[src/rtl/edge_detect_multi.sv]
// edge_detect_multi: synchronised, glitch-filtered multi-channel edge detector with sticky status and irq
module edge_detect_multi #(
  parameter int NUM_CH        = 8,
  parameter int SYNC_STAGES   = 2,
  parameter int FILTER_CYCLES = 4
) (
  input  logic                  clk,
  input  logic                  reset,
  input  logic [NUM_CH-1:0]     a_i,
  input  logic [2*NUM_CH-1:0]   mode_i,
  input  logic [NUM_CH-1:0]     clr_i,
  output logic [NUM_CH-1:0]     level_o,
  output logic [NUM_CH-1:0]     rise_o,
  output logic [NUM_CH-1:0]     fall_o,
  output logic [NUM_CH-1:0]     edge_o,
  output logic [NUM_CH-1:0]     status_o,
  output logic [NUM_CH-1:0]     ovf_o,
  output logic                  irq_o
);
  localparam int CW = $clog2(FILTER_CYCLES) + 1;
  logic [NUM_CH-1:0] sync_q [SYNC_STAGES];
  logic [NUM_CH-1:0] s, level_d, status_q, ovf_q, mode_r, mode_f;
  always_ff @(posedge clk or posedge reset)
    if (reset) for (int k = 0; k < SYNC_STAGES; k++) sync_q[k] <= '0;
    else begin
      sync_q[0] <= a_i;
      for (int k = 1; k < SYNC_STAGES; k++) sync_q[k] <= sync_q[k-1];
    end
  assign s = sync_q[SYNC_STAGES-1];
  for (genvar i = 0; i < NUM_CH; i++) begin : g_ch
    logic          lvl;
    logic [CW-1:0] c;
    // level only moves after s has differed from it for FILTER_CYCLES consecutive cycles
    always_ff @(posedge clk or posedge reset)
      if (reset) begin
        lvl <= 1'b0;
        c   <= '0;
      end else if (s[i] == lvl) c <= '0;
      else if (c == CW'(FILTER_CYCLES - 1)) begin
        lvl <= s[i];
        c   <= '0;
      end else c <= c + 1'b1;
    assign level_o[i] = lvl;
    assign mode_r[i]  = mode_i[2*i];
    assign mode_f[i]  = mode_i[2*i+1];
  end
  always_ff @(posedge clk or posedge reset)
    if (reset) begin
      level_d  <= '0;
      status_q <= '0;
      ovf_q    <= '0;
    end else begin
      level_d  <= level_o;
      status_q <= edge_o | (status_q & ~clr_i);
      ovf_q    <= (ovf_q | (edge_o & status_q)) & ~clr_i;
    end
  assign rise_o   = level_o & ~level_d;
  assign fall_o   = ~level_o & level_d;
  assign edge_o   = (rise_o & mode_r) | (fall_o & mode_f);
  assign status_o = status_q;
  assign ovf_o    = ovf_q;
  assign irq_o    = |status_q;
endmodule

[config.mk]
export PLATFORM = sky130hd
export DESIGN_NAME = edge_detect_multi
export DESIGN_NICKNAME = d
export VERILOG_FILES = /design/src/rtl/edge_detect_multi.sv
export SDC_FILE = /design/constraint.sdc
export NUM_CORES = 1
export LEC_CHECK = 0
export CORE_AREA = 10 10 75 108
export DETAILED_ROUTE_END_ITERATION = 16
export DIE_AREA = 0 0 85 118
export PLACE_DENSITY = 0.9
export SETUP_SLACK_MARGIN = 0.1
export SYNTH_ARGS = -nofsm -noshare
export SYNTH_HDL_FRONTEND = slang
export SYNTH_SLANG_ARGS = --single-unit
[constraint.sdc]
create_clock -name clk -period 3.5 [get_ports clk]
set_clock_uncertainty 0.05 [all_clocks]
set_input_delay 0.875 -clock clk [delete_from_list [all_inputs] [get_ports clk]]
set_output_delay 0.875 -clock clk [all_outputs]
set_load 0.1 [all_outputs]
==> results.json <==
{
  "status": "complete, no violations",
  "core_area_um2": 6175,
  "synth_area_leaders": "dfrtp_1 64%, and2b_4 3.9%, a22oi_4 3.8%",
  "critPathLaunchType": "input port",
  "async_reset_ff_frac": 1.000,
  "dieArea_um2": 10030,
  "synth_seq_cells": 72,
  "finalSetupViolCount": 0,
  "io_pins": 83,
  "post_cts_buffers": 0,
  "start_util": 0.4578,
  "timing.final.crit_share": 0.7793,
  "synthCells": 204,
  "die_w_um": 85,
  "min_period_ps": 2727,
  "ctsResizeCount": 0,
  "syn_nets": 246,
  "yosysTopAreaCellShare": 0.6375,
  "regArea_um2": 1802,
  "rows": 35,
  "ys_warn_count": 0,
  "fin_setup_tns_ps": 0,
  "cts_tree": "yes",
  "wl_per_cell_um": 15.54,
  "maxSlewHeadroom": 0.5398,
  "worstSetupEndpointType": "output port",
  "drt_wl_total_um": 5733,
  "dp_hpwl_um": 4680,
  "drc": 0,
  "ys_types": 18,
  "clockBufferDepth": 2,
  "portBuffers": 82,
  "insertedDiodeCount": 0,
  "synth_top_flop_cell": "dfrtp_1",
  "maxCapViolCount": 0,
  "multi_input_area_um2": 908.4,
  "hold_ws_ps": 291.5,
  "clk_pin_slew_ps": 70,
  "synth_top_area_cell": "dfrtp_1",
  "gp_congestion": 0.7195,
  "numCtsBuffers": 9,
  "die_y_um": 118,
  "slew_viol_final": 0,
  "placedCellCount": 353,
  "cp_data_arrival_time_ps": 1800,
  "synth_seq_area_share": 0.6375,
  "first_iter_violations": 78,
  "fill_cells": 453,
  "drtAntennaViolNets": 0,
  "numClockSinks": 72,
  "hold_viol": 0,
  "fmax_mhz": 366.6,
  "fin_cells": 369,
  "syn_area_um2": 2826,
  "critical_path_peak_fanout": 3,
  "synth_edf_count": 0,
  "vias_per_cell": 4.848,
  "cts.htree.levels": 3,
  "drive_above_1_share": 0.3051,
  "crit_type": "input port to output port",
  "root_buffer": "clkbuf_8",
  "rsz0062_at_grt": "no",
  "grt-ovfl-total": 0,
  "grt_max_degree": 41,
  "syn_avg_cell_area_um2": 13.86,
  "final_common_cell": "dfrtp_1",
  "final_cell_mix": "72 x dfrtp_1, 41 x buf_4, 33 x clkdlybuf4s50_1",
  "grtUsageTotal": 0.1228,
  "first_pass_iters": 4,
  "hold_path_class": "register to register",
  "cp.required_ps": 2570,
  "cts_hold_buf": 0,
  "antenna_found_initial": 0,
  "grt_pass1_wl_um": 9873,
  "grt_pass1_vias": 1966,
  "final_nets": 332,
  "tightest_slew_ps": 689.3,
  "r2r_slack_ps": 2200,
  "area_growth_pct": 39.35,
  "via_count": 1789,
  "insertion_delay_ps": 340
}
## cell usage after synthesis, types with 2 or more instances
cell type and n:
dfrtp_1 72, inv_1 17, nor2b_1 14, nor3b_1 13, and2b_4 11, nand2_1 9
buf_4 8, ha_1 8, nand2b_1 8, nor3_1 8, o22ai_1 8, xnor2_1 8
mux2_1 7, a22oi_4 5, a22oi_2 3, and2b_1 2, nor4_1 2
## cell type report
type                    instances  share of cell area
clock buffers                  11             0.03844
flip-flops and latches         72              0.4574
clock inverters                 5             0.02605
repair buffers                 83              0.2078
inverters                      17             0.01620
multi-input cells             107              0.2306
well taps                      74             0.02351
## cell families after synthesis
logic type,Yosys count,synth area share
fa+ha+maj,8,0.03542
mux,8,0.03187
compound gates,16,0.06862
simple gates,67,0.1580
buf+inv,25,0.04383
flops,72,0.6375
xor+xnor,8,0.02479
## state kept, by name (all words and copies together), names as in the netlist
name / count
g_ch.c: 24
g_ch.lvl: 8
level_d: 8
ovf_o: 8
s: 8
status_o: 8
sync_q: 8
## worst paths after layout
check / startpoint / endpoint / cells after the start
worst max-delay path: mode_i[11] / edge_o[5] / 4
worst min-delay path: sync_q[14]$_DFF_PP0_ / s[6]$_DFF_PP0_ / 0
worst max register to register: g_ch[6].c[0]$_DFF_PP0_ / g_ch[6].lvl$_DFFE_PP0P_ / 3
worst min register to register: sync_q[14]$_DFF_PP0_ / s[6]$_DFF_PP0_ / 0
max in group asynchronous: reset / ovf_o[2]$_DFF_PP0_ / 3
min in group asynchronous: reset / sync_q[13]$_DFF_PP0_ / 2
## per-layer routing
layer  up-vias  track usage  wire length, um  part of all wire
li1        846            -                -                 -
met1       872       0.1271             2185              0.38
met2        61       0.2079             3055              0.53
met3        10      0.05055              383             0.067
met4         0      0.05579              108             0.019
met5         -            0                0                 0
## metrics by stage
step	utilization	area, um^2	setup slack [ps]
final	0.6379	3939	772.5
after global routing	0.6379	3939	720.3
after CTS	0.6379	3939	756.6
after detailed placement	0.5968	3685	757.6
after global placement	0.5968	3685	782.7
after floorplan	-	2834	439.8
## worst max-delay path, stage by stage
cell and delay [ps]:
clkdlybuf4s50_1 450, a22oi_4 200, inv_1 100, buf_12 170
Power is left out: the tool's default activity adds up to more than one toggle a clock period on the data nets, which glitch-free logic cannot reach.
